$ cat src/rtl/riscv_pkg.sv
// Shared core package: datapath widths, register count and the
// write-back requester encoding used by the arbiter's `last` flag.
package riscv_pkg;
  localparam int XLEN = 32;
  localparam int AW   = 5;
  localparam int NREG = 32;

  // Requester encoding for the round-robin `last` flag.
  localparam logic REQ_ALU = 1'b0;
  localparam logic REQ_MEM = 1'b1;
endpackage

$ cat src/rtl/wb_rr_arbiter.sv
// 2-way round-robin grant between the ALU and load write-back paths.
// Ports:
//   clk, rst_n            clock, async active-low reset
//   alu_valid, mem_valid  requests
//   alu_ready, mem_ready  grants (combinational, one-hot or zero)
module wb_rr_arbiter
  import riscv_pkg::*;
(
  input  logic clk,
  input  logic rst_n,
  input  logic alu_valid,
  input  logic mem_valid,
  output logic alu_ready,
  output logic mem_ready
);

  logic last;      // requester granted most recently
  logic grant_mem;

  // MEM wins if alone, or on a conflict when ALU was the last winner.
  assign grant_mem = mem_valid && (!alu_valid || last == REQ_ALU);

  // Readies are held low while reset is asserted.
  assign mem_ready = rst_n && grant_mem;
  assign alu_ready = rst_n && alu_valid && !grant_mem;

  // last resets to MEM so the ALU wins the first conflict.
  always_ff @(posedge clk or negedge rst_n) begin
    if (!rst_n)         last <= REQ_MEM;
    else if (alu_ready) last <= REQ_ALU;
    else if (mem_ready) last <= REQ_MEM;
  end

endmodule

$ cat src/rtl/regfile_wb_arbiter.sv
// Write-back arbiter and scoreboard in front of the register file's single
// write port. Arbitrates ALU vs load results, registers the winner onto
// WE3/A3/WD3, and keeps a pending-write bit per register for hazard stalls.
// Ports:
//   CLK, RST                         clock, async active-low reset
//   alu_valid/rd/data, alu_ready     ALU write-back handshake
//   mem_valid/rd/data, mem_ready     load write-back handshake
//   issue_valid, issue_rd            destination of the issuing instruction
//   rs1, rs2                         sources of the instruction in issue
//   rs1_busy, rs2_busy, rd_busy      pending-write flags
//   WE3, A3, WD3                     register-file write port
module regfile_wb_arbiter
  import riscv_pkg::*;
(
  input  logic            CLK,
  input  logic            RST,
  input  logic            alu_valid,
  input  logic [AW-1:0]   alu_rd,
  input  logic [XLEN-1:0] alu_data,
  output logic            alu_ready,
  input  logic            mem_valid,
  input  logic [AW-1:0]   mem_rd,
  input  logic [XLEN-1:0] mem_data,
  output logic            mem_ready,
  input  logic            issue_valid,
  input  logic [AW-1:0]   issue_rd,
  input  logic [AW-1:0]   rs1,
  input  logic [AW-1:0]   rs2,
  output logic            rs1_busy,
  output logic            rs2_busy,
  output logic            rd_busy,
  output logic            WE3,
  output logic [AW-1:0]   A3,
  output logic [XLEN-1:0] WD3
);

  logic [NREG-1:0] pending;
  logic [NREG-1:0] set_mask, clr_mask, pending_nxt;
  logic            accept;
  logic [AW-1:0]   sel_rd;
  logic [XLEN-1:0] sel_data;

  wb_rr_arbiter u_arb (
    .clk       (CLK),
    .rst_n     (RST),
    .alu_valid (alu_valid),
    .mem_valid (mem_valid),
    .alu_ready (alu_ready),
    .mem_ready (mem_ready)
  );

  assign accept   = alu_ready || mem_ready;
  assign sel_rd   = mem_ready ? mem_rd   : alu_rd;
  assign sel_data = mem_ready ? mem_data : alu_data;

  // Write stage: x0 writes complete the handshake but never assert WE3.
  always_ff @(posedge CLK or negedge RST) begin
    if (!RST) begin
      WE3 <= 1'b0;
      A3  <= '0;
      WD3 <= '0;
    end else begin
      WE3 <= accept && (sel_rd != '0);
      if (accept) begin
        A3  <= sel_rd;
        WD3 <= sel_data;
      end
    end
  end

  // Set is applied after clear so a new producer wins over the retiring one.
  always_comb begin
    set_mask    = '0;
    clr_mask    = '0;
    if (issue_valid) set_mask = NREG'(1) << issue_rd;
    if (WE3)         clr_mask = NREG'(1) << A3;
    pending_nxt    = (pending & ~clr_mask) | set_mask;
    pending_nxt[0] = 1'b0;
  end

  always_ff @(posedge CLK or negedge RST) begin
    if (!RST) pending <= '0;
    else      pending <= pending_nxt;
  end

  // No forwarding: busy stays up through the write cycle itself.
  assign rs1_busy = pending[rs1];
  assign rs2_busy = pending[rs2];
  assign rd_busy  = pending[issue_rd];

endmodule

$ cat config.mk
export PLATFORM = sky130hd
export DESIGN_NAME = regfile_wb_arbiter
export DESIGN_NICKNAME = d
export VERILOG_FILES = /design/src/rtl/riscv_pkg.sv /design/src/rtl/wb_rr_arbiter.sv /design/src/rtl/regfile_wb_arbiter.sv
export SDC_FILE = /design/constraint.sdc
export NUM_CORES = 1
export LEC_CHECK = 0
export BUFFER_PORTS_ARGS = -buffer_cell sky130_fd_sc_hd__clkbuf_2
export CORE_MARGIN = 10
export CORE_UTILIZATION = 54
export DETAILED_ROUTE_END_ITERATION = 12
export GPL_TIMING_DRIVEN = 1
export PLACE_DENSITY = 0.87
export RECOVER_POWER = 100
export SKIP_LAST_GASP = 1
export SYNTH_ARGS = -nofsm -noshare
export SYNTH_HDL_FRONTEND = slang
export SYNTH_SLANG_ARGS = --single-unit
export TNS_END_PERCENT = 1
$ cat constraint.sdc
create_clock -name CLK -period 4.55 [get_ports CLK]
set_input_delay 0.2275 -clock CLK [delete_from_list [all_inputs] [get_ports CLK]]
set_output_delay 0.2275 -clock CLK [all_outputs]
set_load 0.005 [all_outputs]
[Yosys cells after proc, flatten, opt, wreduce, memory -nomap -nowiden]
Cells that the tools add are included.
Storage, ports and cells
  flip-flop bits (word level): 70
  bits in latches: 0
  memory bits (writable): 0
  memory bits (read-only): 0
  bits of input ports: 94
  logic and storage cells: 37
  memories kept: 0
Cells by class
  add/sub/neg operators: 0
  $mul: 0
  divide/modulo/power cells: 0
  order comparisons: 3
  equality and inequality tests: 0
  shifts and indexed selects: 2
  mux-type cells: 12
  bitwise operators: 4
  reductions and logical operators: 11
Operators by type and width (count)
  32-bit 2-to-1 mux: 3
  1-bit by 5-bit left shift with 32-bit output (first input constant): 2
  32-bit bitwise AND: 1
  32-bit inverter: 1
  32-bit OR: 1
  5-bit by 6-bit less-than comparator with 1-bit output (second input constant): 3
  1-bit binary-select mux with 5-bit select: 3
  1-bit logical AND: 5
  1-bit 2-to-1 mux: 5
  5-bit 2-to-1 mux: 1
  5-bit nonzero test: 1
  1-bit logical NOT: 2
  1-bit logical OR: 2
  2-bit nonzero test: 1
  1-bit inverter: 1

[Longest topological paths before layout]
  depth in word-level cells: 7
  gate-level depth with buffers: 6

[Modules after synthesis]
From an unflattened synthesis, not the netlist that was laid out.
Second synthesis, totals
  cell total of the unflattened synthesis: 388
  area total of the unflattened synthesis: 3962.6 µm²
Modules (own cells, without submodules)
  regfile_wb_arbiter: instances 1, cells an instance 380, area an instance 3900.0 µm², sequential area each 1726.7 µm²
  wb_rr_arbiter: instances 1, cells an instance 8, area an instance 62.6 µm², sequential area each 26.3 µm²

[Least setup slack after synthesis]
No wires, ideal clock.
  path kind: in2out
  start: input rs1[0]
  end: output rs1_busy
  arrival time: 1.529 ns
  slack: 2.794 ns
  cell stages on the path: 5
  path buffers: 1
  cells stage by stage: buf_6 -> mux4_2 -> nor2b_1 -> nor4_1 -> or4_1
Between the ends
  word-level cells in the longest chain between the ends: 2
Ends and longest elaborated chain
  start: declaration: line regfile_wb_arbiter.sv:27  | input logic [AW-1:0] rs1,
  1-bit binary-select mux with 5-bit select: line regfile_wb_arbiter.sv:87  | assign rs1_busy = pending[rs1];
  1-bit 2-to-1 mux (implied by the code): line regfile_wb_arbiter.sv:87
  end: declaration: line regfile_wb_arbiter.sv:29  | output logic rs1_busy,
Every way passes these cells. The select of a mux whose other input is x is not followed.

[Final worst setup path]
  start: input RST
  end: register WD3[20]
Between the ends
  word-level cells in the longest chain between the ends: 3
  elaborated cells on any way between the ends: 5
  those cells by class: mux: 1; reduce/logical: 4
Ends and longest elaborated chain
  start: declaration: line regfile_wb_arbiter.sv:16  | input logic RST,
  1-bit logical AND (2 in a row): line wb_rr_arbiter.sv:25  | assign alu_ready = rst_n && alu_valid && !grant_mem;
  1-bit logical OR: line regfile_wb_arbiter.sv:52  | assign accept = alu_ready || mem_ready;
  end signal: assignment: line regfile_wb_arbiter.sv:66  | WD3 <= sel_data;
  end: declaration: line regfile_wb_arbiter.sv:34  | output logic [XLEN-1:0] WD3
Several ways; a longest one is shown, not always the timed one.
A chain may end at the register's enable or synchronous reset.

==> flow_summary.ini <==
[route]
routed_wl_mm = 12.4
drt_iter0_markers = 271
drcViolationCount = 0
vias = 3819
drt_first_pass_iters = 5
avgViaCountPerCell = 6.01
final_antenna_net_count = 0
wire_per_inst_um = 19.6

[timing]
hold_viol_final = 0
worst_clock_skew_ps = 5.73
rsz0062_at_grt = no
maxSlewViolCount = 51
worst_slew_pin_slew_ps = 1920
max_slew_margin_pct = -28.3
max_freq_mhz = 302
fin_tns_setup_ps = 0
setup_viol = 0
period_share_pct = 72.7
period_needed_ps = 3310

[clock_network]
htreeDepth = 3
clk_latency_ps = 340
cts.clk_slew.worst_paths_ps = 70
cts_buffers = 9
cts.sinks = 70
cts_resized = 0
cts_buffer_depth = 2
root_buffer = clkbuf_8
cts_tree = done

[run]
maxCapViolCount = 1

[cells_and_area]
fillers = 563
final_layout_size_suffix_gt1_share_pct = 26.7
final_nets = 629
n_antenna_cell = 0
area.growth.synth_to_final_pct = 22.8
final_cell_count_no_fill = 635

[floorplan]
core-area_sq_mm = 0.00687
rows = 30
start_util_pct = 56.3
die-area_sq_mm = 0.0109
die_x_um = 105
die_h_um = 105
io_pins = 137

[synth]
synth-edff-count = 0
synthCells = 410
yosys.area.top_type = dfrtp_1
synth_ff_type = dfrtp_1
synth_fp_nets = 504
synth_common_cells = nand2_1 (74), dfrtp_1 (69), o21ai_0 (65), nor2_1 (47), a31oi_1 (31)
async_reset_ff_share_pct = 100
ys_ff_latch = 70
yosys_warnings = 0
synth.avg_cell_area_sq_um = 9.44
synth_top_area_share_pct = 44.6
ys_types = 45
synth.most_common_cell = nand2_1
syn_area_sq_mm = 0.00387
seq_area_frac_synth_pct = 45.3
synth_area_leaders = dfrtp_1 (45%), mux4_2 (9.9%), o21ai_0 (8.4%), nand2_1 (7.2%), a31oi_1 (5.0%)

[global_routing]
grt_use_total_pct = 22.1
antenna_found_initial = 0
grt_start_max_net_pins = 51
grt_pass1_vias = 3884
grt_pass1_wl_mm = 19.9
overflow = 0

[setup_path]
crit_type = in -> reg
worstPathArrival_ps = 3410
critPathLaunchType = input port
crit_start = RST
timing.rr.end = WD3[20]$_DFFE_PN0P_
end_kind = flop
critPathSlowestCell = clkbuf_1
critPathMaxFanout = 50
cp_slowest_stage_delay_ps = 1440
required_ps = 4660
path_cells = dlygate4sd3_1 > buf_2 > nand3_1 > clkbuf_1 > a31oi_1
r2r-start = u_arb.last$_DFFE_PN1P_
crit_end = WD3[20]$_DFFE_PN0P_
worst_r2r_path_depth = 4
r2r_slack_ps = 1530

[pwr]
sw_frac_of_total_pct = 32.4
powerDensity_mw_per_mm2 = 464
fin_total_pwr_w = 0.00220
p_int_w = 0.00149
leakage_nw = 2.03
power_switching_w = 0.000714
clkPwrFrac_pct = 25.0
comb_power_share_pct = 28.9
ir_worst_vdd_mv = 0.267
power_frac_seq_pct = 46.1

[placement]
port_buffers = 136
routabilityCongestion = 0.867
dpl.hpwl_mm = 9.51
placed_cells = 619

[outcome]
outcome = complete, but fails checks
violations = max-capacitance violations, max-slew violations

[min_path]
hp-class = in -> reg
## kinds of logic after synthesis
group | Yosys count | synth area share [%]
simple gates | 164 | 19.1
compound gates | 115 | 17.2
flops | 70 | 45.3
mux | 31 | 14.9
buf+inv | 30 | 3.46
## how the worst min path moves through the flow
stage            startpoint                  end  slack [ps]  depth (start not counted)
3_3_place_gp            RST   WD3[4]$_DFFE_PN0P_         260                          1
6_report        alu_data[3]   WD3[3]$_DFFE_PN0P_         120                          3
5_1_grt        alu_data[23]  WD3[23]$_DFFE_PN0P_         110                          3
4_1_cts        alu_data[22]  WD3[22]$_DFFE_PN0P_         100                          3
3_5_place_dp            RST   WD3[5]$_DFFE_PN0P_         270                          1
2_1_floorplan           RST    A3[0]$_DFFE_PN0P_         -70                          0
## state kept, by name, summed over array words and instances, names as in the netlist
register,count
u_arb.last,1
A3,5
WD3,32
pending,31
WE3,1
## through the flow
step | utilization, % | hold slack (ps) | worst slack, ps | area [sq um]
after detailed placement | 66.6 | 266 | 2150 | 4580
final | 69.1 | 115 | 1240 | 4750
after global routing | 69.1 | 115 | 881 | 4750
after CTS | 70.0 | 103 | 1750 | 4810
after floorplan | - | -68.1 | 2790 | 3870
after global placement | 66.6 | 257 | 2250 | 4580
## layout by cell type, fill, tap and decap left out, types with 3 or more instances in the layout
cell | synthesis | layout
clkbuf_2 | 0 | 95
nand2_1 | 74 | 74
dfrtp_1 | 69 | 69
o21ai_0 | 65 | 66
nor2_1 | 47 | 47
clkbuf_1 | 18 | 41
a31oi_1 | 31 | 31
mux4_2 | 17 | 17
clkbuf_8 | 0 | 11
nand3_1 | 8 | 8
mux2i_1 | 7 | 7
nand2b_1 | 6 | 6
o32ai_1 | 6 | 6
nand3b_1 | 5 | 5
or2_2 | 5 | 5
nor2b_1 | 4 | 4
mux2_2 | 4 | 4
nor3b_1 | 3 | 3
inv_1 | 3 | 3
mux4_1 | 3 | 3
or4_1 | 3 | 3
a21oi_1 | 3 | 3
## repair_timing
action / in CTS / in global routing
endpoints found under the hold margin: 25 / 0
setup buffers: 0 / 0
hold buffers: 1 / 0
## worst max-delay path: cells and delay by family
kind | cells | cell delay, ps
AND/OR/NAND/NOR | 1 | 600
AO/OA/AOI/OAI | 1 | 250
buffers and inverters | 3 | 2310
## per-layer routing
| metal | vias up | GRT usage [%] | part of all wire [%] |
|---|---|---|---|
| li1 | 1734 | - | - |
| met1 | 1817 | 24.3 | 35 |
| met2 | 242 | 36.6 | 49 |
| met3 | 26 | 10.6 | 14 |
| met4 | 0 | 7.94 | 2.4 |
| met5 | - | 0 | 0 |
## power groups by stage
stage | Clock, W | Combinational [W] | Sequential [W]
floorplan | 0 | 0.000437 | 0.000938
global placement | 0 | 0.000613 | 0.000994
detailed placement | 0 | 0.000649 | 0.00101
CTS | 0.000555 | 0.000655 | 0.00100
global route | 0.000581 | 0.000706 | 0.00104
finish | 0.000551 | 0.000636 | 0.00101
## final cells by class
type / count / area (sq um) / share of cell area [%]
flip-flops and latches: 70 / 1750 / 36.9
repair buffers: 140 / 659 / 13.9
multi-input cells: 310 / 1980 / 41.7
well taps: 96 / 120 / 2.53
clock buffers: 11 / 151 / 3.19
inverters: 4 / 15.0 / 0.316
clock inverters: 4 / 70.1 / 1.48
(Power assumes the default switching activity.)
